==> src/rtl/seven_segment_scanner_if.sv <==
// Bus bundle for seven_segment_scanner.
//
// The master side supplies new display contents with a single-cycle load strobe.
// The slave side (the scanner) acknowledges a commit and drives the display lines.
//   digitsIn   [15:0] four hex digits, [3:0] = rightmost digit
//   dpIn       [3:0]  decimal points, active-high, bit i = digit i
//   load              capture strobe for digitsIn/dpIn
//   loadAck           one-cycle pulse when a loaded value reaches the display
//   anodes     [3:0]  one-hot active-low digit enables
//   segments   [6:0]  active-low segments, bit0 = a ... bit6 = g
//   dp                active-low decimal point of the lit digit
//   frameStart        one-cycle pulse when digit 0 of a new frame is first shown
interface seven_segment_scanner_if;
  logic [15:0] digitsIn;
  logic [3:0]  dpIn;
  logic        load;
  logic        loadAck;
  logic [3:0]  anodes;
  logic [6:0]  segments;
  logic        dp;
  logic        frameStart;

  modport master (
    output digitsIn,
    output dpIn,
    output load,
    input  loadAck,
    input  anodes,
    input  segments,
    input  dp,
    input  frameStart
  );

  modport slave (
    input  digitsIn,
    input  dpIn,
    input  load,
    output loadAck,
    output anodes,
    output segments,
    output dp,
    output frameStart
  );
endinterface

==> src/rtl/seven_segment_scanner.sv <==
// Four-digit multiplexed driver for a common-anode seven-segment display.
//
// A prescaler produces a refresh tick every REFRESH_DIV cycles; each tick advances a 2-bit
// digit index. Loaded values wait in a pending register and are only committed to the
// display register on the tick that wraps the index 3 -> 0, so a frame never mixes digits
// from two loads. All display outputs are registered (one cycle behind index/display).
//
// Ports:
//   clock   system clock, rising edge
//   resetN  synchronous active-low reset
//   bus     seven_segment_scanner_if.slave (load/ack handshake and display lines)
//
// Parameters:
//   REFRESH_DIV  cycles each digit is lit, 2 .. 2**DIV_WIDTH
//   DIV_WIDTH    prescaler width
//
// Optional build macro:
//   SEVEN_SEGMENT_LEADING_ZERO_BLANK_EN  blank leading zero digits 3..1 (segments off,
//                                        anode and dp unaffected); digit 0 never blanked.
module seven_segment_scanner #(
  parameter int unsigned REFRESH_DIV = 100000,
  parameter int unsigned DIV_WIDTH   = 17
) (
  input logic                    clock,
  input logic                    resetN,
  seven_segment_scanner_if.slave bus
);

  if (REFRESH_DIV < 2) begin : g_div_too_small
    $error("seven_segment_scanner: REFRESH_DIV must be at least 2");
  end
  if (64'(REFRESH_DIV) > (64'd1 << DIV_WIDTH)) begin : g_div_too_large
    $error("seven_segment_scanner: REFRESH_DIV does not fit in DIV_WIDTH bits");
  end

  localparam logic [DIV_WIDTH-1:0] DivMax = DIV_WIDTH'(REFRESH_DIV - 1);
  localparam logic [DIV_WIDTH-1:0] DivOne = DIV_WIDTH'(1);

  // Active-low gfedcba pattern for one hex nibble.
  function automatic logic [6:0] hex_to_seg(input logic [3:0] nib);
    logic [6:0] seg;
    seg = 7'h7F;
    case (nib)
      4'h0: seg = 7'h40;
      4'h1: seg = 7'h79;
      4'h2: seg = 7'h24;
      4'h3: seg = 7'h30;
      4'h4: seg = 7'h19;
      4'h5: seg = 7'h12;
      4'h6: seg = 7'h02;
      4'h7: seg = 7'h78;
      4'h8: seg = 7'h00;
      4'h9: seg = 7'h10;
      4'hA: seg = 7'h08;
      4'hB: seg = 7'h03;
      4'hC: seg = 7'h46;
      4'hD: seg = 7'h21;
      4'hE: seg = 7'h06;
      4'hF: seg = 7'h0E;
      default: seg = 7'h7F;
    endcase
    return seg;
  endfunction

  // State. Display and pending words are packed as {dp[3:0], digits[15:0]}.
  logic [DIV_WIDTH-1:0] prescaler_q, prescaler_d;
  logic [1:0]           index_q, index_d;
  logic [19:0]          display_q, display_d;
  logic [19:0]          pending_q, pending_d;
  logic                 pending_valid_q, pending_valid_d;
  logic                 commit_q, commit_d;

  // Registered outputs.
  logic [3:0]           anodes_q, anodes_d;
  logic [6:0]           segments_q, segments_d;
  logic                 dp_q, dp_d;
  logic                 load_ack_q, load_ack_d;
  logic                 frame_start_q, frame_start_d;

  logic                 tick;
  logic                 commit;
  logic [19:0]          load_word;
  logic [3:0]           cur_nibble;
  logic [3:0]           dp_bits;
  logic                 blank;

  assign tick      = (prescaler_q == DivMax);
  assign commit    = tick && (index_q == 2'd3);
  assign load_word = {bus.dpIn, bus.digitsIn};

  // Prescaler and digit index.
  always_comb begin
    prescaler_d = tick ? '0 : prescaler_q + DivOne;
    index_d     = tick ? index_q + 2'd1 : index_q;
  end

  // Pending/display handshake. A load in the commit cycle bypasses the pending register.
  always_comb begin
    pending_d       = pending_q;
    pending_valid_d = pending_valid_q;
    display_d       = display_q;
    load_ack_d      = 1'b0;
    commit_d        = commit;

    if (bus.load) begin
      pending_d = load_word;
    end

    if (commit) begin
      if (bus.load) begin
        display_d  = load_word;
        load_ack_d = 1'b1;
      end else if (pending_valid_q) begin
        display_d  = pending_q;
        load_ack_d = 1'b1;
      end
      pending_valid_d = 1'b0;
    end else if (bus.load) begin
      pending_valid_d = 1'b1;
    end
  end

  assign cur_nibble = display_q[{index_q, 2'b00} +: 4];
  assign dp_bits    = display_q[19:16];

`ifdef SEVEN_SEGMENT_LEADING_ZERO_BLANK_EN
  // A digit is a leading zero when it and every higher digit are zero.
  always_comb begin
    blank = 1'b0;
    case (index_q)
      2'd3:    blank = (display_q[15:12] == 4'h0);
      2'd2:    blank = (display_q[15:8] == 8'h00);
      2'd1:    blank = (display_q[15:4] == 12'h000);
      default: blank = 1'b0;
    endcase
  end
`else
  assign blank = 1'b0;
`endif

  // Output decode from the current index/display; registered below.
  always_comb begin
    anodes_d      = ~(4'b0001 << index_q);
    segments_d    = blank ? 7'h7F : hex_to_seg(cur_nibble);
    dp_d          = ~dp_bits[index_q];
    // commit_q marks the cycle index sits at 0 after a wrap; its outputs land one cycle later.
    frame_start_d = commit_q;
  end

  always_ff @(posedge clock) begin
    if (!resetN) begin
      prescaler_q     <= '0;
      index_q         <= 2'd0;
      display_q       <= 20'h0_0000;
      pending_q       <= 20'h0_0000;
      pending_valid_q <= 1'b0;
      commit_q        <= 1'b0;
      anodes_q        <= 4'b1111;
      segments_q      <= 7'h7F;
      dp_q            <= 1'b1;
      load_ack_q      <= 1'b0;
      frame_start_q   <= 1'b0;
    end else begin
      prescaler_q     <= prescaler_d;
      index_q         <= index_d;
      display_q       <= display_d;
      pending_q       <= pending_d;
      pending_valid_q <= pending_valid_d;
      commit_q        <= commit_d;
      anodes_q        <= anodes_d;
      segments_q      <= segments_d;
      dp_q            <= dp_d;
      load_ack_q      <= load_ack_d;
      frame_start_q   <= frame_start_d;
    end
  end

  assign bus.anodes     = anodes_q;
  assign bus.segments   = segments_q;
  assign bus.dp         = dp_q;
  assign bus.loadAck    = load_ack_q;
  assign bus.frameStart = frame_start_q;

endmodule

==> src/flat_wrapper.sv <==
// flat-port wrapper written by rule: the top's interface ports become plain ports
module seven_segment_scanner_flat 
#(
  parameter int unsigned REFRESH_DIV = 100000,
  parameter int unsigned DIV_WIDTH   = 17
)
  (clock, resetN, bus_digitsIn, bus_dpIn, bus_load, bus_loadAck, bus_anodes, bus_segments, bus_dp, bus_frameStart);
  seven_segment_scanner_if bus_i ();
  input logic clock;
  input logic resetN;
  input wire logic [$bits(bus_i.digitsIn)-1:0] bus_digitsIn;
  input wire logic [$bits(bus_i.dpIn)-1:0] bus_dpIn;
  input wire logic [$bits(bus_i.load)-1:0] bus_load;
  output wire logic [$bits(bus_i.loadAck)-1:0] bus_loadAck;
  output wire logic [$bits(bus_i.anodes)-1:0] bus_anodes;
  output wire logic [$bits(bus_i.segments)-1:0] bus_segments;
  output wire logic [$bits(bus_i.dp)-1:0] bus_dp;
  output wire logic [$bits(bus_i.frameStart)-1:0] bus_frameStart;
  assign bus_i.digitsIn = bus_digitsIn;
  assign bus_i.dpIn = bus_dpIn;
  assign bus_i.load = bus_load;
  assign bus_loadAck = bus_i.loadAck;
  assign bus_anodes = bus_i.anodes;
  assign bus_segments = bus_i.segments;
  assign bus_dp = bus_i.dp;
  assign bus_frameStart = bus_i.frameStart;
  seven_segment_scanner #(.REFRESH_DIV(REFRESH_DIV), .DIV_WIDTH(DIV_WIDTH)) u_core (.clock(clock), .resetN(resetN), .bus(bus_i));
endmodule
==> config.mk <==
export PLATFORM = sky130hd
export DESIGN_NAME = seven_segment_scanner_flat
export DESIGN_NICKNAME = d
export VERILOG_FILES = /design/src/rtl/seven_segment_scanner_if.sv /design/src/rtl/seven_segment_scanner.sv /design/src/flat_wrapper.sv
export SDC_FILE = /design/constraint.sdc
export NUM_CORES = 1
export LEC_CHECK = 0
export ABC_AREA = 1
export BUFFER_PORTS_ARGS = -buffer_cell sky130_fd_sc_hd__buf_2
export CORE_MARGIN = 5
export CORE_UTILIZATION = 52
export DETAILED_ROUTE_END_ITERATION = 7
export GPL_TIMING_DRIVEN = 0
export HOLD_SLACK_MARGIN = 0.12
export PLACE_DENSITY_LB_ADDON = 0.1
export SLEW_MARGIN = 20
export SYNTH_ARGS = -nofsm -noshare
export SYNTH_HDL_FRONTEND = slang
export SYNTH_SLANG_ARGS = --single-unit
==> constraint.sdc <==
create_clock -name clock -period 1.6 [get_ports clock]
set_input_delay 0.16 -clock clock [delete_from_list [all_inputs] [get_ports clock]]
set_output_delay 0.16 -clock clock [all_outputs]
set_load 0.05 [all_outputs]
==> results of run 1 <==
[cells in the mapped netlist (all sizes together)]
| library cell | n |
|---|---|
| a211oi | 1 |
| a21oi | 13 |
| a31oi | 1 |
| buf | 10 |
| clkbuf | 7 |
| dfxtp | 75 |
| ha | 11 |
| inv | 64 |
| nand2 | 96 |
| nand3 | 19 |
| nand4 | 4 |
| nor2 | 91 |
| nor3 | 4 |
| nor3b | 1 |
| o211ai | 4 |
| o21ai | 31 |
| or2 | 23 |
| xnor2 | 1 |
| xor2 | 6 |
[critical path, stage by stage, from the launching register on]
cell and delay, ns:
dfxtp_2 0.33, buf_6 0.14, buf_6 0.14, nand2_1 0.10, nand3_2 0.11, nand2_4 0.11
inv_2 0.07, ha_1 0.21, nand2_2 0.09, nand3_1 0.10, o21ai_2 0.08, nand2_1 0.05
[cells by family after synthesis]
group / Yosys count
xor+xnor: 7
fa+ha+maj: 11
simple gates: 238
flops: 75
buf+inv: 81
compound gates: 50
[cell type report]
| type | count | share of cell area |
|---|---|---|
| clock buffers | 11 | 0.03370 |
| inverters | 64 | 0.05786 |
| multi-input cells | 307 | 0.4020 |
| plain buffers | 17 | 0.03221 |
| flip-flops and latches | 75 | 0.3603 |
| clock inverters | 5 | 0.01253 |
| repair buffers | 48 | 0.07844 |
| well taps | 77 | 0.02296 |
[per-layer routing]
metal	up-vias	wire, microns
li1	1539	-
met1	1351	3423
met2	65	3666
met3	14	326
met4	0	165
met5	-	0
[metrics by stage]
step                worst slack (ns)  power [uW]  setup TNS (ns)    util
detailed placement           -0.2819        2200          -4.545  0.5738
CTS                         0.008655        3632               0  0.6185
global placement             -0.2310        2194          -2.839  0.5738
finish                      -0.03631        3616        -0.03631  0.6683
floorplan                   0.003581        2130               0       -
global route                -0.09658        3775          -1.960  0.6683
[sequential cells by signal (all words and copies together), names as in the netlist]
signal                  count
u_core.bus.loadAck          1
u_core.prescaler_q         17
u_core.commit_q             1
u_core.pending_q           20
u_core.pending_valid_q      1
u_core.bus.anodes           4
u_core.bus.segments         7
u_core.bus.frameStart       1
u_core.bus.dp               1
u_core.display_q           20
u_core.index_q              2
[worst max path at each step]
stage	start	to	slack [ns]	cells past startpoint
3_5_place_dp	u_core.index_q[0]$_SDFFE_PN0N_	u_core.bus.segments[0]$_SDFF_PN1_	-0.28	11
5_1_grt	u_core.index_q[0]$_SDFFE_PN0N_	u_core.bus.segments[3]$_SDFF_PN1_	-0.1	11
3_3_place_gp	u_core.index_q[0]$_SDFFE_PN0N_	u_core.bus.segments[3]$_SDFF_PN1_	-0.23	11
2_1_floorplan	u_core.index_q[0]$_SDFFE_PN0N_	u_core.bus.segments[3]$_SDFF_PN1_	0.004	11
6_report	u_core.index_q[0]$_SDFFE_PN0N_	u_core.bus.segments[3]$_SDFF_PN1_	-0.04	11
4_1_cts	u_core.prescaler_q[1]$_SDFF_PP0_	u_core.display_q[3]$_SDFFE_PN0P_	0.009	9
[power by group through the flow]
stage	combinational, uW	sequential [uW]	clock, uW
after floorplan	125	2010	0
after global placement	222	1970	0
after detailed placement	226	1970	0
after CTS	229	1930	1470
after global routing	274	1940	1560
final	241	1930	1440
[repair_timing]
action,4_1_cts,5_1_grt
pin swaps,5,15
hold endpoints to repair,0,0
gates resized for setup,22,59
setup buffers,3,6
endpoints found under the setup margin,37,37
gates cloned,0,5
==> summary.md, run 1 <==
| Metric | Value |
|---|---|
| Status | `complete, but fails checks` |
| Failing checks | `setup timing` |
| Placed cell areas | `0.003602 sq mm` |
| Cell variety after synth | `27` |
| Final clock skew | `0.005501 ns` |
| Antenna-violating nets left | `0` |
| Die span in y | `90.03 microns` |
| Final setup violating endpoints | `1` |
| Met3 Usage GRT | `0.03923` |
| Cell taking the most area after synthesis | `dfxtp_1` |
| Row cnt | `29` |
| FF-to-FF setup slack | `-0.04 ns` |
| Pint | `2763 uW` |
| Mapped Area | `0.003331 sq mm` |
| Cell count after placement | `574` |
| Max rail drop VDD | `0.5135 mV` |
| GR Util met1 | `0.2183` |
| P&R area growth vs syn | `25.96%` |
| Seq/Total Area, Yosys | `0.4508` |
| Critical path class | `register to register` |
| Layout cell share with drive strength beyond 1 | `0.3036` |
| First-pass GRT wire length | `12.02 mm` |
| Crit path DAT | `1.87 ns` |
| H-tree depth | `3` |
| Period minus WS final | `1.636 ns` |
| Worst Path Max Fanout | `10` |
| Worst R2R Path Depth | `11` |
| Clock Latency Late Sink | `0.34 ns` |
| Worst R2R End | `u_core.bus.segments[3]$_SDFF_PN1_` |
| Multiplexer area fraction after synthesis | `0` |
| Clock Sinks | `75` |
| WL/cell | `12.55 microns` |
| Routability congestion estimate | `0.8408` |
| RSZ-0062 raised after global routing | `true` |
| Share of the synthesized area in the top cell type | `0.4508` |
| DRT Pass-1 Iters | `4` |
| Largest net degree at the start of global routing | `13` |
| Hold Path Sink | `u_core.bus.anodes[3]$_SDFF_PN1_` |
| Rel. slew slack | `0.6969` |
| Hold Crit Start | `resetN` |
| Top-Level Pins | `37` |
| Post-Synth Adder-Cell Area | `0.04132` |
| Syn nets | `496` |
| Total GRT Usage | `0.1763` |
| DRT Wirelength | `7.582 mm` |
| CP required | `1.84 ns` |
| Type of the worst min-delay path | `input port to register` |
| Die Area | `0.008105 sq mm` |
| HPWL after DPL | `4.875 mm` |
| Sequential power share | `0.534` |
| Final Cell Area | `0.004195 sq mm` |
| GR Overflow Total | `0` |
| Most area-consuming cells after synthesis | `dfxtp_1 (45%), nand2_1 (11%), nor2_1 (10%)` |
| Leak Pwr | `0.001934 uW` |
| Slew @ Worst Pin | `0.4546 ns` |
| CTS Hold Bufs | `0` |
| Non-filler cells in the finished layout | `604` |
| Final Hold Fails | `0` |
| Final #Nets | `556` |
| Startpoint types | `register` |
| Period utilisation layout | `1.023` |
| Syn Area/Cell | `7.209 sq um` |
| Hold WS | `0.1684 ns` |
| Post-Synth XOR/XNOR Area | `0.01841` |
| Reg clk slew, reported paths | `0.07 ns` |
| CP endpoint kind | `register` |
| Initial antenna violation count | `0` |
| Busiest grt layer | `met2` |
| Switching part of the total | `0.2361` |
| Slew Viols, Final | `0` |
| Starting density of the core | `0.5306` |
| Pwr/cell area | `862.0 mW/mm^2` |
| Ant diodes | `0` |
| Final WS setup | `-0.03631 ns` |
| Simple-gate portion of the synthesized area | `0.3095` |
| Number of buffers created by CTS | `9` |
| Max-Cap Viols | `0` |
| Vias in the first global route | `2804` |
| I/O Buffers | `35` |
| Worst r2r src | `u_core.index_q[0]$_SDFFE_PN0N_` |
| CTS tree | `built` |
| Fillers | `553` |
| Count of state elements after synthesis | `75` |
| Root buffer cell | `clkbuf_8` |
| Commonest non-fill, non-tap cell in the layout | `nor2_1` |
| Vias | `2969` |
| Largest family of logic cells by synthesized area | `simple AND/OR/NAND/NOR gates` |
| Register area | `0.001511 sq mm` |
| Mapped Cells | `462` |
| Max frequency | `611.1 MHz` |
| Psw | `853.7 uW` |
| Clk buf depth | `2` |
| Clock share of power | `0.399` |
| First DRT Iteration DRCs | `116` |
| Post-synthesis compound-gate area fraction | `0.07926` |
| Commonest cells after routing, fill and taps aside | `nor2_1 (81), dfxtp_1 (69), nand2_1 (67)` |
| Avg Vias per Cell | `4.916` |
| Logic pwr share | `0.067` |
| Hold path depth | `2` |
| DIE WIDTH | `90.03 microns` |
| DRC | `0` |
| Area taken by multi-input logic gates | `0.001687 sq mm` |
| Met2 usage | `0.2909` |
| CORE AREA | `0.006277 sq mm` |
| Ys Warns | `0` |
Note: power is estimated with default switching activity, not from simulation.
==> inputs of run 2 (changes only) <==
ABC_AREA = not set   (was 1)
==> run 2 against run 1 <==
  * The flow still finishes with violations (setup timing)
  * Synthesized area shrank 3.0%
  * Flip-flop and latch count is the same
  * Cell area shrank 0.54%
  * Global-route usage grew 0.27 points
  * Sequential share of layout area grew 0.34 points
  * Clock-buffer cell count shrank 2
  * Combinational power shrank 7%
  * Utilization grew 2.8 points
  * Non-clock buffer count grew 12
  * Critical path type unchanged
  * Critical endpoint is now u_core.bus.segments[5]$_SDFF_PN1_
  * Largest power group unchanged
  * Highest routed layer unchanged
==> summary.md, run 2 <==
| Metric | Value |
|---|---|
| Status | `complete, but fails checks` |
| Failing checks | `setup timing` |
| First-pass GRT wire length | `10.81 mm` |
| Cell variety after synth | `41` |
| CORE AREA | `0.005991 sq mm` |
| Layout cell share with drive strength beyond 1 | `0.3868` |
| DRT Wirelength | `6.558 mm` |
| Most area-consuming cells after synthesis | `dfxtp_1 (46%), mux2_1 (7.3%), mux2i_1 (6.8%)` |
| GR Util met1 | `0.2252` |
| Crit path DAT | `2.04 ns` |
| Psw | `851.7 uW` |
| Number of enable flip-flop cells after synthesis | `0` |
| Hold path depth | `3` |
| Top-count cell post-synth | `dfxtp_1` |
| Clk buf depth | `2` |
| Sequential power share | `0.540` |
| Non-filler cells in the finished layout | `455` |
| H-tree depth | `3` |
| Met3 Usage GRT | `0.05959` |
| Mapped Area | `0.003232 sq mm` |
| Top-Level Pins | `37` |
| I/O Buffers | `35` |
| HPWL after DPL | `4.175 mm` |
| Cell count after placement | `414` |
| Syn Area/Cell | `10.63 sq um` |
| Largest net degree at the start of global routing | `14` |
| Avg Vias per Cell | `5.143` |
| Syn nets | `338` |
| Vias | `2340` |
| Worst R2R End | `u_core.bus.segments[5]$_SDFF_PN1_` |
| Mapped Cells | `304` |
| Type of the worst min-delay path | `input port to register` |
| CP required | `1.82 ns` |
| Ys Warns | `0` |
| DRT Pass-1 Iters | `4` |
| Final clock skew | `0.006147 ns` |
| Die Area | `0.007892 sq mm` |
| DIE WIDTH | `88.84 microns` |
| First DRT Iteration DRCs | `114` |
| Routability congestion estimate | `0.8530` |
| CTS tree | `built` |
| Final Core Density | `0.6965` |
| Antenna-violating nets left | `0` |
| Worst r2r src | `u_core.index_q[0]$_SDFFE_PN0N_` |
| Final Hold Fails | `0` |
| Slew @ Worst Pin | `0.4224 ns` |
| Post-synth top cells | `dfxtp_1 (75), and2_1 (25), mux2i_1 (22), nor2b_1 (22), mux2_1 (21)` |
| P&R area growth vs syn | `29.11%` |
| Max rail drop VDD | `0.6326 mV` |
| Final WS setup | `-0.2222 ns` |
| Met2 usage | `0.2874` |
| Hold Crit Start | `bus_digitsIn[14]` |
| Count of state elements after synthesis | `75` |
| Reg clk slew, reported paths | `0.08 ns` |
| Period utilisation layout | `1.139` |
| CP endpoint kind | `register` |
| Clock Latency Late Sink | `0.35 ns` |
| Critical path class | `register to register` |
| Number of buffers created by CTS | `9` |
| FF-to-FF setup slack | `-0.22 ns` |
| Total GRT Usage | `0.1790` |
| Row cnt | `28` |
| Commonest non-fill, non-tap cell in the layout | `dfxtp_1` |
| DRC | `0` |
| Logic pwr share | `0.063` |
| Primary FF master, synth | `dfxtp_1` |
| Max-Cap Viols | `0` |
| Ant diodes | `0` |
| Clock Sinks | `75` |
| Switching part of the total | `0.2384` |
| Seq/Total Area, Yosys | `0.4646` |
| Period minus WS final | `1.822 ns` |
| Max frequency | `548.8 MHz` |
| Ys async rst share | `0` |
| GR Overflow Total | `0` |
| Final #Nets | `409` |
| Initial antenna violation count | `0` |
| Rel. slew slack | `0.7184` |
| Cell taking the most area after synthesis | `dfxtp_1` |
| Commonest cells after routing, fill and taps aside | `dfxtp_1 (62), buf_2 (37), and2_1 (25)` |
| Final setup violating endpoints | `22` |
| Hold Path Sink | `u_core.pending_q[14]$_SDFFE_PN0P_` |
| Clock share of power | `0.397` |
| WL/cell | `14.41 microns` |
| Root buffer cell | `clkbuf_8` |
| RSZ-0062 raised after global routing | `true` |
| Worst R2R Path Depth | `6` |
| Setup TNS | `-2.788 ns` |
| Startpoint types | `register` |
| Starting density of the core | `0.5395` |
| Slew Viols, Final | `0` |
| Vias in the first global route | `2337` |
| Share of the synthesized area in the top cell type | `0.4646` |
| Die span in y | `88.84 microns` |
| Leak Pwr | `0.001714 uW` |
| Busiest grt layer | `met2` |
| Pwr/cell area | `856.3 mW/mm^2` |
| Pint | `2721 uW` |
| Largest registers | `u_core.display_q: 20 flops, u_core.pending_q: 20 flops, u_core.prescaler_q: 17 flops` |
| Worst Path Max Fanout | `5` |
run 2: cells by family (layout without fill, tap and decap cells):
logic type / count (synthesis) / count (layout) / share of synthesized area
DFF: 75 / 75 / 0.4646
and+or+nand+nor: 108 / 108 / 0.1963
muxes: 48 / 48 / 0.1762
xor gates and xnor gates: 14 / 14 / 0.03794
adders and majority gates: 11 / 11 / 0.04259
buffers and inverters: 28 / 104 / 0.04142
AOI/OAI and AO/OA: 20 / 20 / 0.04104
run 2: area by class of cell:
| class | count | area [sq um] |
|---|---|---|
| inverter | 11 | 43.79 |
| clock buffer | 9 | 123.9 |
| fill | 460 | 1818 |
| timing repair buffer | 60 | 407.9 |
| tap | 75 | 93.84 |
| multi-input combinational | 201 | 1790 |
| buffer | 17 | 126.4 |
| sequential | 75 | 1518 |
| clock inverter | 7 | 68.82 |
run 2: worst max path at each step:
stage	start	slack [ns]	end
floorplan	u_core.index_q[0]$_SDFFE_PN0N_	-0.17	u_core.bus.segments[3]$_SDFF_PN1_
global placement	u_core.index_q[1]$_SDFFE_PN0N_	-0.40	u_core.bus.segments[1]$_SDFF_PN1_
detailed placement	u_core.index_q[1]$_SDFFE_PN0N_	-0.42	u_core.bus.segments[1]$_SDFF_PN1_
CTS	u_core.index_q[0]$_SDFFE_PN0N_	-0.21	u_core.bus.segments[5]$_SDFF_PN1_
global route	u_core.index_q[0]$_SDFFE_PN0N_	-0.29	u_core.bus.segments[5]$_SDFF_PN1_
finish	u_core.index_q[0]$_SDFFE_PN0N_	-0.22	u_core.bus.segments[5]$_SDFF_PN1_
run 2: worst max-delay path, cell delays in order, from the launching register on:
cell and delay, ns:
dfxtp_2 0.35, buf_8 0.11, mux4_2 0.61, ha_4 0.22, mux2_4 0.26, nand2_1 0.06, o211ai_1 0.08
run 2: what timing repair did:
| item | CTS | global route |
|---|---|---|
| endpoints found under the setup margin | 27 | 39 |
| pin swaps | 6 | 11 |
| gates resized for setup | 38 | 27 |
| hold buffers | 1 | 0 |
| endpoints found under the hold margin | 1 | 0 |
| gates cloned | 2 | 0 |
| setup buffers | 18 | 6 |
run 2: layer usage:
metal  vias up  part of all wire
met3         9             0.055
met2        51              0.44
met5         -                 0
met1      1103              0.49
li1       1177                 -
met4         0             0.014
run 2: stage by stage:
step	hold WS, ns	worst slack, ns	power (uW)	cell area (sq um)
after global routing	0.1359	-0.2924	3708	4173
after floorplan	0.3220	-0.1700	2109	3308
after global placement	0.4165	-0.3984	2173	3577
after detailed placement	0.4241	-0.4198	2177	3577
final	0.1280	-0.2222	3573	4173
after CTS	0.1234	-0.2063	3603	4068
run 2: power by group through the flow:
| stage | Clock [uW] | Sequential [uW] | Combinational, uW |
|---|---|---|---|
| 2_1_floorplan | 0 | 2000 | 105 |
| 3_3_place_gp | 0 | 1970 | 201 |
| 3_5_place_dp | 0 | 1970 | 204 |
| 4_1_cts | 1460 | 1930 | 218 |
| 5_1_grt | 1530 | 1930 | 248 |
| 6_report | 1420 | 1930 | 225 |
